### config.mk
export PLATFORM = sky130hd
export DESIGN_NAME = bus_requester
export DESIGN_NICKNAME = d
export VERILOG_FILES = /design/src/rtl/bus_pkg.sv /design/src/rtl/bus_timeout_cnt.sv /design/src/rtl/bus_requester.sv
export SDC_FILE = /design/constraint.sdc
export NUM_CORES = 1
export LEC_CHECK = 0
export CORE_MARGIN = 4
export CORE_UTILIZATION = 45
export CTS_CLUSTER_SIZE = 24
export DETAILED_ROUTE_END_ITERATION = 16
export PLACE_DENSITY = 0.8
export SLEW_MARGIN = 25
export SYNTH_ARGS = -nofsm -noshare
export SYNTH_HDL_FRONTEND = slang
export SYNTH_HIERARCHICAL = 1
export SYNTH_SLANG_ARGS = --single-unit
### constraint.sdc
create_clock -name bus_clk -period 4 [get_ports bus_clk]
set_clock_uncertainty 0.1 [all_clocks]
set_input_delay 0.6 -clock bus_clk [delete_from_list [all_inputs] [get_ports bus_clk]]
set_output_delay 0.6 -clock bus_clk [all_outputs]
set_load 0.05 [all_outputs]
### src/rtl/bus_pkg.sv
// Shared definitions for the bus requester: FSM states, active-low
// request/grant encodings and the per-beat address stride.
package bus_pkg;

  typedef enum logic [1:0] {
    IDLE = 2'd0,
    REQ  = 2'd1,
    XFER = 2'd2,
    REL  = 2'd3
  } state_e;

  // Arbiter request/grant lines are active-low.
  localparam logic ENABLE  = 1'b0;
  localparam logic DISABLE = 1'b1;

  // Each beat moves one 32-bit word.
  localparam logic [31:0] ADDR_STRIDE = 32'd4;

endpackage

### src/rtl/bus_timeout_cnt.sv
// Per-beat wait counter. Counts cycles while enabled; expire is high during
// the MAX-th consecutive waiting cycle so the owner can abort on that edge.
module bus_timeout_cnt #(
  parameter int unsigned MAX = 255
) (
  input  logic bus_clk,
  input  logic bus_rst,
  input  logic clear,
  input  logic enable,
  output logic expire
);

  localparam int unsigned CW = (MAX < 2) ? 1 : $clog2(MAX);
  localparam logic [CW-1:0] LAST = CW'(MAX - 1);

  logic [CW-1:0] count;

  // Count waiting cycles, saturating at the last value.
  always_ff @(posedge bus_clk or posedge bus_rst) begin
    if (bus_rst) begin
      count <= '0;
    end else if (clear) begin
      count <= '0;
    end else if (enable && (count != LAST)) begin
      count <= count + 1'b1;
    end
  end

  assign expire = enable && (count == LAST);

endmodule

### src/rtl/bus_requester.sv
// Bus requester: accepts a local burst command, requests the bus from the
// arbiter, issues one beat at a time and returns read data.
//
// Handshakes: cmd and wd transfer on a rising edge where valid && ready are
// both high; bus beats complete on an edge where bus_valid && bus_ack are both
// high (bus_ack is ignored while bus_valid is low); rd_valid has no
// backpressure and is a single-cycle pulse.
module bus_requester
  import bus_pkg::*;
#(
  parameter int unsigned TIMEOUT = 255
) (
  input  logic        bus_clk,
  input  logic        bus_rst,
  input  logic        cmd_valid,
  output logic        cmd_ready,
  input  logic        cmd_write,
  input  logic [31:0] cmd_addr,
  input  logic [3:0]  cmd_len,
  input  logic        wd_valid,
  input  logic [31:0] wd_data,
  output logic        wd_ready,
  output logic        rd_valid,
  output logic [31:0] rd_data,
  output logic        rd_last,
  output logic        done,
  output logic        err,
  output logic        reqn,
  input  logic        grntn,
  output logic        bus_valid,
  output logic        bus_write,
  output logic [31:0] bus_addr,
  output logic [31:0] bus_wdata,
  input  logic        bus_ack,
  input  logic [31:0] bus_rdata,
  output logic [1:0]  dbg_state
);

  state_e     state;
  logic       wr_q;
  logic [3:0] len_q;
  logic [3:0] beat_q;
  logic       wait_en;
  logic       wait_clr;
  logic       expire;
  logic       last_beat;

  assign last_beat = (beat_q == len_q);
  assign dbg_state = state;

  // Write data is taken only when no beat is outstanding and the grant holds,
  // so an abort never swallows a data word.
  assign wd_ready = (state == XFER) && wr_q && !bus_valid && (grntn == ENABLE);

  // Only cycles stalled on bus_ack count; waiting for wd_valid does not.
  assign wait_en  = bus_valid && !bus_ack;
  assign wait_clr = !bus_valid || bus_ack || (state != XFER);

  bus_timeout_cnt #(
    .MAX (TIMEOUT)
  ) u_timeout (
    .bus_clk (bus_clk),
    .bus_rst (bus_rst),
    .clear   (wait_clr),
    .enable  (wait_en),
    .expire  (expire)
  );

  // Main control FSM with registered bus and local outputs.
  always_ff @(posedge bus_clk or posedge bus_rst) begin
    if (bus_rst) begin
      state     <= IDLE;
      wr_q      <= 1'b0;
      len_q     <= '0;
      beat_q    <= '0;
      cmd_ready <= 1'b0;
      reqn      <= DISABLE;
      bus_valid <= 1'b0;
      bus_write <= 1'b0;
      bus_addr  <= '0;
      bus_wdata <= '0;
      rd_valid  <= 1'b0;
      rd_data   <= '0;
      rd_last   <= 1'b0;
      done      <= 1'b0;
      err       <= 1'b0;
    end else begin
      done     <= 1'b0;
      err      <= 1'b0;
      rd_valid <= 1'b0;
      rd_last  <= 1'b0;
      case (state)
        IDLE: begin
          if (cmd_valid && cmd_ready) begin
            wr_q      <= cmd_write;
            bus_addr  <= cmd_addr;
            len_q     <= cmd_len;
            beat_q    <= '0;
            reqn      <= ENABLE;
            cmd_ready <= 1'b0;
            state     <= REQ;
          end else begin
            cmd_ready <= 1'b1;
          end
        end
        REQ: begin
          if (grntn == ENABLE) begin
            state <= XFER;
          end
        end
        XFER: begin
          if ((grntn == DISABLE) || expire) begin
            bus_valid <= 1'b0;
            reqn      <= DISABLE;
            err       <= 1'b1;
            state     <= REL;
          end else if (bus_valid) begin
            if (bus_ack) begin
              bus_valid <= 1'b0;
              bus_addr  <= bus_addr + ADDR_STRIDE;
              if (!wr_q) begin
                rd_valid <= 1'b1;
                rd_data  <= bus_rdata;
                rd_last  <= last_beat;
              end
              if (last_beat) begin
                reqn  <= DISABLE;
                done  <= 1'b1;
                state <= REL;
              end else begin
                beat_q <= beat_q + 1'b1;
              end
            end
          end else if (!wr_q) begin
            bus_valid <= 1'b1;
            bus_write <= 1'b0;
          end else if (wd_valid) begin
            bus_wdata <= wd_data;
            bus_valid <= 1'b1;
            bus_write <= 1'b1;
          end
        end
        REL: begin
          cmd_ready <= 1'b1;
          state     <= IDLE;
        end
        default: begin
          state <= IDLE;
        end
      endcase
    end
  end

endmodule

== Word level (Yosys, flattened, before mapping) ==
Index checks and enable logic that the tools add are counted.
Word-level totals
  flip-flop bits (word level): 123
  input port bits: 107
  output and inout bits: 107
  word-level logic and storage cells: 116
Cells by class
  $add $sub $neg: 3
  equality and inequality tests: 17
  multiplexer cells: 52
  bitwise gates (word level): 4
  reduce and logical (&&, ||, !) cells: 24
Operators by type and width (count)
  32-bit two-way mux: 4
  32-bit one-hot mux with 2 select lines: 1
  32-bit by 3-bit adder with 32-bit output (second input constant): 1
  1-bit two-way mux: 30
  5-bit AND reduction: 5
  4-bit two-way mux: 5
  8-bit two-way mux: 2
  2-bit != test (second input constant): 8
  2-bit two-way mux: 6
  3-bit by 2-bit != test with 1-bit output (second input constant): 3
  8-bit by 1-bit adder with 8-bit output (second input constant): 1
  8-bit equality test (second input constant): 1
  8-bit != test (second input constant): 1
  2-bit one-hot mux with 4 select lines: 1
  4-bit one-hot mux with 2 select lines: 1
  1-bit logical AND: 7
  6-bit AND reduction: 1
  2-bit nonzero test: 3
  4-bit by 1-bit adder with 4-bit output (second input constant): 1
  2-bit equality test (second input constant): 2
  4-bit equality test: 1
  1-bit NOT: 4
  1-bit one-hot mux with 2 select lines: 2
  4-bit AND reduction: 1
  5 further kinds: 8

== Longest topological paths before layout ==
Gate-level depths: netlist of run 1.
  word-level depth: 6
  mapped depth: 11
  gate-level depth less buffers: 10

== Cells and area by module ==
The synthesis of run 1 kept the hierarchy.
Modules (own cells, without submodules)
  bus_requester: times used 1, cells an instance 477, area each 5416.4 µm², seq. area each 2879.0 µm²
  bus_timeout_cnt: times used 1, cells an instance 50, area each 483.0 µm², seq. area each 200.2 µm²

== Worst setup path after synthesis of run 1 ==
Ideal clock, no wire load.
  path kind: reg-to-output
  from: reg state[0] (netlist: dbg_state[0])
  to: out wd_ready
  arrival: 3.010 ns
  data required time: 3.300 ns
  path slack: 0.290 ns
  stages on the path, launching flop included: 7
  path buffers: 2
  cells stage by stage: dfrtp_1 > inv_1 > ha_1 > buf_2 > inv_2 > clkbuf_1 > nor4b_1
On the way
  longest elaborated chain between the ends: 4
RTL lines
  from (decl): line bus_requester.sv:39  | state_e state;
  from (signal assigned): line bus_requester.sv:72  | state <= IDLE;
  from (signal assigned): line bus_requester.sv:101  | state <= REQ;
  from (signal assigned): line bus_requester.sv:108  | state <= XFER;
  2-bit equality test: line bus_requester.sv:53  | assign wd_ready = (state == XFER) && wr_q && !bus_valid && (grntn == ENABLE);
  1-bit logical AND (3 in series): line bus_requester.sv:53
  to (decl): line bus_requester.sv:22  | output logic wd_ready,
No other way between the ends.

== Worst setup path after layout of run 1 ==
Ends and elaborated chain as after synthesis.

==> reports/qor.yml, run 1 <==
min_path_type: "register to register"
hold_ws_ns: 0.402
cts_buffer_depth: 2
pwr-share-clk_pct: 19.5
peakVddDrop_mv: 0.367
antenna_left: 0
min_period_ns: 3.26
fin_cells: 919
cap_violations: 0
path_class: "register to primary output"
slew_headroom_pct: 44.4
grt_first_pass_wirelength_um: 27200
yosys-top-cells-area: "dfrtp_1 52%, mux2_2 14%, a21oi_1 3.5%, nand2_1 2.4%, ha_1 1.9%"
antenna_cells: 0
num-nets-final: 850
r2r_end: "bus_addr[17]"
viasPerCell: 5.69
synth.cell_area_um2: 5900
grt_start_max_net_pins: 81
die_h_um: 123
cts_setup_buffers: 0
drive_gt1_share_pct: 16.6
cts_tree: "done"
crit_required_ns: 3.30
ys_warn_count: 6
cts_made_buffers: 17
firstDrtPassIters: 5
internal_power_w: 0.00439
ys_seq_area_share_pct: 52.2
setup_violations: 0
sequentialPowerShare_pct: 27.3
ios: 214
reg2reg_slack_ns: 0.95
ys.flop_type: "dfrtp_1"
synth_cell_types: 61
leakage_nw: 3.68
core_area_um2: 12700
hold_viol: 0
period_share_pct: 81.4
dieArea_um2: 15000
htree_levels: 4
synth-seq-cells: 123
portBuffers: 213
finalSetupTns_ns: 0
fmax_mhz: 307
post_cts_resized: 0
synthArstFlopShare_pct: 100
startpoint: "dbg_state[0]"
rsz0062_at_grt: "no"
yosysTopAreaCell: "dfrtp_1"
cp_max_fo: 16
yosys.area.top_type_share_pct: 51.7
power_density_nw_per_um2: 924
worst_setup_path_start_kind: "register"
setup_slack_ns: 0.745
grt_overflow_total: 0
clkSinkCount: 123
clk_latency_ns: 0.42
synth_fp_nets: 643
dp_slack_ns: 0.754
synthCells: 527
sw_frac_of_total_pct: 46.0
r2r_cells: 9
wire_per_inst_um: 19.2
dp_hpwl_um: 12900
grt_usage_pct: 23.3
drcViolationCount: 0
antenna_found_initial: 0
tightest_slew_ns: 0.833
synth_edf_count: 0
p_sw_w: 0.00374
status: "finished, final reports clean"
start_util_pct: 46.4
grt_pass1_vias: 5306
crit_end: "wd_ready"
route.vias.total: 5231
maxSlewViolCount: 0
dp_cells: 887
drt_iter0_drc: 299
gp_congestion: 0.843
area_delta_synth_final_pct: 49.1
cp-end-kind: "primary output"
postCtsHoldBufs: 0
cts_root_buf: "clkbuf_16"
p_comb_share_pct: 53.2
fillerInstances: 960
routed_wl_um: 17600
syn_area_per_cell_um2: 11.2
clk_pin_slew_ns: 0.05
rows: 41
r2r_start: "dbg_state[0]"
die_w_um: 123
arrival_ns: 2.56
-- through the flow --
stage	util [%]	total power (W)	cell area [um^2]
final	69.1	0.00813	8790
after global routing	69.1	0.00849	8790
after CTS	69.1	0.00816	8790
after detailed placement	64.3	0.00655	8180
after global placement	64.3	0.00643	8180
after floorplan	-	0.00506	5900
-- area by class of cell --
| type | count | area (um^2) | share of cell area (%) |
|---|---|---|---|
| clock buffers | 26 | 509 | 5.79 |
| multi-input cells | 361 | 2630 | 29.9 |
| flip-flops and latches | 123 | 3080 | 35.0 |
| inverters | 12 | 47.5 | 0.541 |
| well taps | 172 | 215 | 2.45 |
| clock inverters | 6 | 108 | 1.22 |
| repair buffers | 219 | 2200 | 25.0 |
-- power groups by stage --
| stage | sequential (W) | clock, W | combinational, W |
|---|---|---|---|
| 3_5_place_dp | 0.00222 | 0 | 0.00433 |
| 3_3_place_gp | 0.00219 | 0 | 0.00424 |
| 2_1_floorplan | 0.00372 | 0 | 0.00134 |
| 5_1_grt | 0.00229 | 0.00166 | 0.00454 |
| 6_report | 0.00222 | 0.00158 | 0.00432 |
| 4_1_cts | 0.00221 | 0.00161 | 0.00434 |
-- logic make-up after synthesis --
family	count (synthesis)	share of synthesized area (%)
flip-flops	123	52.2
AO/OA/AOI/OAI	120	13.7
XOR/XNOR	4	0.594
AND/OR/NAND/NOR	150	13.6
multiplexers	78	14.8
buffers and inverters	43	3.24
adder cells (fa/ha/maj)	9	1.91
-- worst min path at each step --
stage	start	endpoint	slack, ns	cells after the start
final	bus_wdata[7]	bus_wdata[7]	0.40	1
after global placement	bus_wdata[30]	bus_wdata[30]	0.37	1
after global routing	bus_wdata[1]	bus_wdata[1]	0.42	1
after floorplan	bus_rst	u_timeout/count[0]	0.32	1
after detailed placement	bus_wdata[23]	bus_wdata[23]	0.39	1
after CTS	bus_wdata[23]	bus_wdata[23]	0.41	1
-- worst max-delay path, cell delays in order, from the launching register on --
cell             delay [ns]
dfrtp_1                0.43
inv_1                  0.14
ha_2                   0.20
inv_2                  0.15
nor4b_1                0.32
clkdlybuf4s50_1        0.89
-- placed cells by master, fill, tap and decap left out, types with 5 or more instances in the layout --
cell               n
clkbuf_16         17
nor3_1            15
and3_1             7
inv_1             10
o22ai_1           16
nor2_1            28
clkbuf_8           5
or3_1              5
a2bb2oi_1          9
dfrtp_1          122
clkdlybuf4s50_1  213
nand4_1           14
mux2_2            71
a21oi_1           41
o21ai_0           13
nand2_1           37
nand3_1           18
ha_1               8
-- synth_stat cells (all sizes together) (4+ instances only) --
library cell and n:
mux2 74, and3 9, dfrtp 122, o22ai 16, a2bb2oi 9, nor3 16, a211oi 4, ha 9
nand4 14, o22a 4, nand3 18, inv 12, clkbuf 19, o21ai 13, a311oi 4, nor2b 4
nand2 37, mux2i 4, and4 6, a21oi 41, xnor2 4, buf 12, nor2 29, or3 5
-- flip-flops by register name (all words and copies together) (netlist names), 2 cells and up --
signal	cells
len_q	4
dbg_state	2
u_timeout/count	8
rd_data	32
bus_addr	32
bus_wdata	32
beat_q	4
-- routing by layer --
metal / part of all wire (%) / GRT usage, % / routed length [um] / vias up
met4: 4.0 / 12.7 / 706 / 0
met3: 6.5 / 4.88 / 1140 / 50
met1: 38 / 27.5 / 6720 / 2570
li1: - / - / - / 2378
met2: 51 / 39.8 / 9070 / 233
met5: 0 / 0 / 0 / -
Power figures use the tool's default switching activity.
==> run 2: changes to the inputs <==
- CORE_UTILIZATION: 45 -> 41
- PLACE_DENSITY: 0.8 -> 0.76
- clock period: 4 -> 2.85 ns (I/O delays scaled with it)
==> run 2 against run 1 <==
  * Register-to-register slack got worse by 0.76 ns
  * Sequential power up 40%
  * Largest power group unchanged
  * Critical endpoint is now rd_data[0]
  * Setup slack got worse by 0.55 ns
  * Via count down 2.1%
  * Wire length is 4.2% lower
  * Die area is 9.1% higher
==> reports/qor.yml, run 2 (synthesized netlist as in run 1, its figures left out) <==
layout_commonest_cell: "clkdlybuf4s50_1"
slew_headroom_pct: 47.9  # +3.4 points
path_class: "register to register"
cts_tree: "done"
routed_wl_um: 16900  # -4.2%
period_share_pct: 93.3
die_w_um: 128  # +4.5%
start_util_pct: 42.2  # -4.2 points
path_cells: "inv_1, ha_1, and4_2, and3_2, nor3_1, nand3_1, nor2_2, buf_12, mux2_2"
finalSetupTns_ns: 0  # unchanged
gp_congestion: 0.870  # +3.2%
htree_levels: 4  # unchanged
sequentialPowerShare_pct: 27.1  # -0.2 points
cts_root_buf: "clkbuf_16"
core_area_um2: 14000  # +10%
antenna_found_initial: 0  # unchanged
maxSlewViolCount: 0  # unchanged
area_delta_synth_final_pct: 51.5
multiInputGateArea_um2: 2640  # +0.38%
pwr-share-clk_pct: 19.1  # -0.4 points
fillerInstances: 1074  # +12%
cts_buffer_depth: 2  # unchanged
reg_top3: "bus_addr x32, bus_wdata x32, rd_data x32"
fmax_mhz: 376
rsz0062_at_grt: "no"
setup_violations: 0  # unchanged
route.vias.total: 5123  # -2.1%
antenna_cells: 0  # unchanged
mostFrequentLayoutCells: "212 x clkdlybuf4s50_1, 122 x dfrtp_1, 71 x mux2_2"
internal_power_w: 0.00615  # +40%
cpMaxStageDelayCell: "dfrtp_1"
leakage_nw: 3.72  # +1.2%
hold_viol: 0  # unchanged
r2r_cells: 9  # unchanged
viasPerCell: 5.46  # -4.2%
cp_max_fo: 33  # +17
grt_first_pass_wirelength_um: 26900  # -1.1%
status: "finished, final reports clean"
dieArea_um2: 16400  # +9.1%
worst_setup_path_start_kind: "register"
postCtsHoldBufs: 0  # unchanged
wire_per_inst_um: 18.0  # -6.2%
antenna_left: 0  # unchanged
grt_start_max_net_pins: 60  # -26%
tightest_slew_ns: 0.781  # -0.0527 ns
grt_usage_pct: 20.6  # -2.8 points
sw_frac_of_total_pct: 46.3  # +0.26 points
p_sw_w: 0.00529  # +42%
peakVddDrop_mv: 0.612  # +67%
crit_path_max_incr_delay_ns: 0.40  # -0.49 ns
min_path_type: "input pin to asynchronous set/reset pin"
reg2reg_slack_ns: 0.19  # -0.76 ns
cap_violations: 0  # unchanged
grt_pass1_vias: 5290  # -0.30%
drt_iter0_drc: 294  # -1.7%
r2r_end: "rd_data[0]"
p_comb_share_pct: 53.8  # +0.6 points
finalPower_w: 0.0114  # +41%
die_h_um: 128  # +4.5%
min_period_ns: 2.66
drive_gt1_share_pct: 18.8  # +2.2 points
portBuffers: 213  # unchanged
regArea_um2: 3080  # unchanged
firstDrtPassIters: 5  # unchanged
rows: 43  # +4.9%
ios: 214  # unchanged
num-nets-final: 862  # +1.4%
drcViolationCount: 0  # unchanged
clk_pin_slew_ns: 0.06  # about the same
dp_hpwl_um: 12600  # -2.1%
r2r_start: "u_timeout/count[0]"
crit_required_ns: 3.04  # -0.26 ns
cts_made_buffers: 17  # unchanged
crit_family: "simple AND/OR/NAND/NOR gates"
arrival_ns: 2.85  # +0.29 ns
power_density_nw_per_um2: 1280  # +39%
cp_num_buf_inv: 2  # -1
clk_latency_ns: 0.41  # about the same
cp-end-kind: "register"
clkSinkCount: 123  # unchanged
grt_overflow_total: 0  # unchanged
[run 2: cell count changes in the layout (fill, tap and decap cells not counted), sizes merged]
cell / change
clkinvlp: +6
clkdlybuf4s50: -1
clkbuf: -8
buf: +13
clkinv: +2
[run 2: worst max path at each step]
stage / startpoint / endpoint / depth (start not counted)
floorplan: dbg_state[0] / wd_ready / 6
global placement: u_timeout/count[0] / beat_q[2] / 9
detailed placement: u_timeout/count[0] / rd_data[17] / 9
CTS: u_timeout/count[0] / bus_addr[26] / 10
global route: u_timeout/count[0] / rd_data[0] / 9
finish: u_timeout/count[0] / rd_data[0] / 9
[run 2: repair_timing]
| item | 4_1_cts | 5_1_grt |
|---|---|---|
| resized for setup | 0 | 1 |
| setup endpoints to repair | 0 | 5 |
| setup buffers | 0 | 1 |
[run 2: area by class of cell]
type	count	area share (%)
Multi-Input combinational cell	361	29.6
Timing Repair Buffer	231	26.0
Clock buffer	18	4.92
Sequential cell	123	34.5
Tap cell	180	2.52
Inverter	12	0.546
Clock inverter	14	1.92
[run 2: through the flow]
step	area [um^2]	std cells	setup WS, ns	hold WS [ns]	utilization [%]
2_1_floorplan	5910	527	0.00334	0.143	-
3_3_place_gp	8310	906	0.284	0.371	59.4
3_5_place_dp	8310	906	0.188	0.378	59.4
4_1_cts	8920	938	0.181	0.249	63.8
5_1_grt	8930	939	0.000445	0.301	63.9
6_report	8930	939	0.192	0.256	63.9
[run 2: metal layers]
layer  up-vias  wire (um)  global-route usage [%]  share of wire (%)
met2       235       8690                    35.6                 51
met4         0        342                    8.55                2.0
met3        29       1180                    5.42                7.0
met5         -          0                       0                  0
met1      2459       6700                    24.1                 40
li1       2400          -                       -                  -
[run 2: worst register-to-register path, delay by kind of cell (launching register included)]
family	cells	cell delay, ns
AND/OR/NAND/NOR	5	1.13
multiplexers	1	0.38
adder cells (fa/ha/maj)	1	0.22
flip-flops	1	0.40
buffers and inverters	2	0.30
[run 2: power by group through the flow]
stage | Sequential [W] | Clock (W) | Combinational [W]
2_1_floorplan | 0.00522 | 0 | 0.00188
3_3_place_gp | 0.00307 | 0 | 0.00604
3_5_place_dp | 0.00311 | 0 | 0.00614
4_1_cts | 0.00310 | 0.00223 | 0.00616
5_1_grt | 0.00321 | 0.00231 | 0.00650
6_report | 0.00310 | 0.00218 | 0.00616
==> run 3: changes to the inputs <==
- CELL_PAD_IN_SITES_DETAIL_PLACEMENT: not set -> 0
- CELL_PAD_IN_SITES_GLOBAL_PLACEMENT: not set -> 2
- CORE_UTILIZATION: 41 -> 28
- PLACE_DENSITY: 0.76 -> 0.81
- clock period: 2.85 -> 3 ns (I/O delays scaled with it)
==> run 3 against run 2 <==
  * Global-route usage is 5.2 points lower
  * Cell count is 9.4% higher
  * Sequential cell count unchanged
  * Highest routed layer unchanged
  * Critical endpoint is now bus_addr[26]
  * First-iteration DRC count decreased by 41%
  * Largest power group unchanged
==> reports/qor.yml, run 3 (synthesized netlist as in run 1, its figures left out) <==
cp_max_fo: 6  # -82%
antenna_left: 0  # unchanged
min_path_type: "input pin to asynchronous set/reset pin"
path_class: "register to register"
die_w_um: 153  # +20%
grt_pass1_vias: 5187  # -1.9%
clkSinkCount: 123  # unchanged
layout_commonest_cell: "clkdlybuf4s50_1"
route.vias.total: 5014  # -2.1%
clk_pin_slew_ns: 0.06  # about the same
drt_iter0_drc: 174  # -41%
postCtsHoldBufs: 0  # unchanged
final_cell_area_um2: 9020  # +0.92%
dp_cells: 995  # +9.8%
dieArea_um2: 23500  # +43%
setup_slack_ns: 0.167  # -0.0246 ns
dp_hpwl_um: 13500  # +7.4%
grt_first_pass_wirelength_um: 29000  # +7.7%
crit_required_ns: 3.17  # +0.13 ns
routed_wl_um: 18200  # +7.4%
die_h_um: 153  # +20%
portBuffers: 213  # unchanged
core_area_um2: 20500  # +47%
reg2reg_slack_ns: 0.17  # -0.02 ns
cts_setup_buffers: 0  # unchanged
fin_cells: 1027  # +9.4%
firstDrtPassIters: 4  # -1
grt_overflow_total: 0  # unchanged
r2r_start: "u_timeout/count[0]"
cts_tree: "done"
rsz0062_at_grt: "no"
startpoint: "u_timeout/count[0]"
grt_start_max_net_pins: 66  # +10%
cts_buffer_depth: 2  # unchanged
cts_made_buffers: 17  # unchanged
dp_slack_ns: 0.219  # +0.0305 ns
placed_area_um2: 8420  # +1.3%
drcViolationCount: 0  # unchanged
cap_violations: 0  # unchanged
crit_end: "bus_addr[26]"
status: "finished, final reports clean"
cp-end-kind: "register"
antenna_cells: 0  # unchanged
cts_root_buf: "clkbuf_16"
leakage_nw: 3.71  # -0.26%
worst_setup_path_start_kind: "register"
post_cts_resized: 0  # unchanged
antenna_found_initial: 0  # unchanged
r2r_end: "bus_addr[26]"
tightest_slew_ns: 0.660  # -0.120 ns
gp_congestion: 0.803  # -7.6%
hold_viol: 0  # unchanged
r2r_cells: 10  # +1
grt_usage_pct: 15.3  # -5.2 points
slew_headroom_pct: 55.6  # +7.8 points
wire_per_inst_um: 17.7  # -1.8%
power_density_nw_per_um2: 1200  # -6.1%
clk_latency_ns: 0.41  # about the same
min_period_ns: 2.83  # +0.175 ns
drive_gt1_share_pct: 18.5  # -0.35 points
rows: 52  # +21%
finalSetupTns_ns: 0  # unchanged
finalPower_w: 0.0108  # -5.3%
peakVddDrop_mv: 0.530  # -13%
fillerInstances: 1928  # +80%
fmax_mhz: 353  # -6.2%
maxSlewViolCount: 0  # unchanged
start_util_pct: 28.8  # -13 points
setup_violations: 0  # unchanged
ios: 214  # unchanged
num-nets-final: 860  # -0.23%
arrival_ns: 3.01  # +0.16 ns
htree_levels: 4  # unchanged
viasPerCell: 4.88  # -11%
mostFrequentLayoutCells: "212 x clkdlybuf4s50_1, 122 x dfrtp_1, 71 x mux2_2"
area_delta_synth_final_pct: 52.9
reg_top3: "bus_addr x32, bus_wdata x32, rd_data x32"
period_share_pct: 94.4  # +1.2 points
## run 3: critical path, stage by stage, from the launching register on
cell	delay, ns
dfrtp_1	0.40
inv_1	0.08
ha_1	0.24
and4_2	0.30
and3_2	0.25
o21ai_0	0.32
inv_1	0.11
a21oi_1	0.40
nand2_1	0.19
nor2_1	0.19
a311oi_1	0.11
## run 3: how the worst min path moves through the flow
stage,cells past startpoint,startpoint,end,slack [ns]
4_1_cts,2,bus_rst,u_timeout/count[4],0.29
3_5_place_dp,1,rd_data[15],rd_data[15],0.39
6_report,2,bus_rst,u_timeout/count[4],0.29
3_3_place_gp,1,bus_wdata[30],bus_wdata[30],0.37
5_1_grt,2,bus_rst,u_timeout/count[4],0.35
2_1_floorplan,1,bus_rst,u_timeout/count[0],0.17
## run 3: stage by stage
step,hold slack (ns),util [%]
5_1_grt,0.351,44.0
6_report,0.294,44.0
3_5_place_dp,0.395,41.1
4_1_cts,0.291,44.0
2_1_floorplan,0.166,-
3_3_place_gp,0.369,41.1
## run 3: metal layers
layer  vias up  part of all wire [%]  GRT usage, %
met1      2459                    43          19.2
met3        12                   6.2          4.58
met5         -                     0             0
li1       2399                     -             -
met2       144                    50          26.0
met4         0                  0.98          3.95
## run 3: cell type report
| class | instances | area, um^2 | share of cell area, % |
|---|---|---|---|
| clock buffer | 18 | 439 | 4.87 |
| clock inverter | 14 | 160 | 1.78 |
| sequential | 123 | 3080 | 34.1 |
| timing repair buffer | 229 | 2310 | 25.6 |
| tap | 270 | 338 | 3.75 |
| inverter | 12 | 48.8 | 0.541 |
| multi-input combinational | 361 | 2640 | 29.3 |
## run 3: where the power goes
part | internal (W) | total, W | switching [W]
registers | 0.00234 | 0.00293 | 0.000593
logic | 0.00216 | 0.00585 | 0.00368
clock network | 0.00126 | 0.00206 | 0.000801
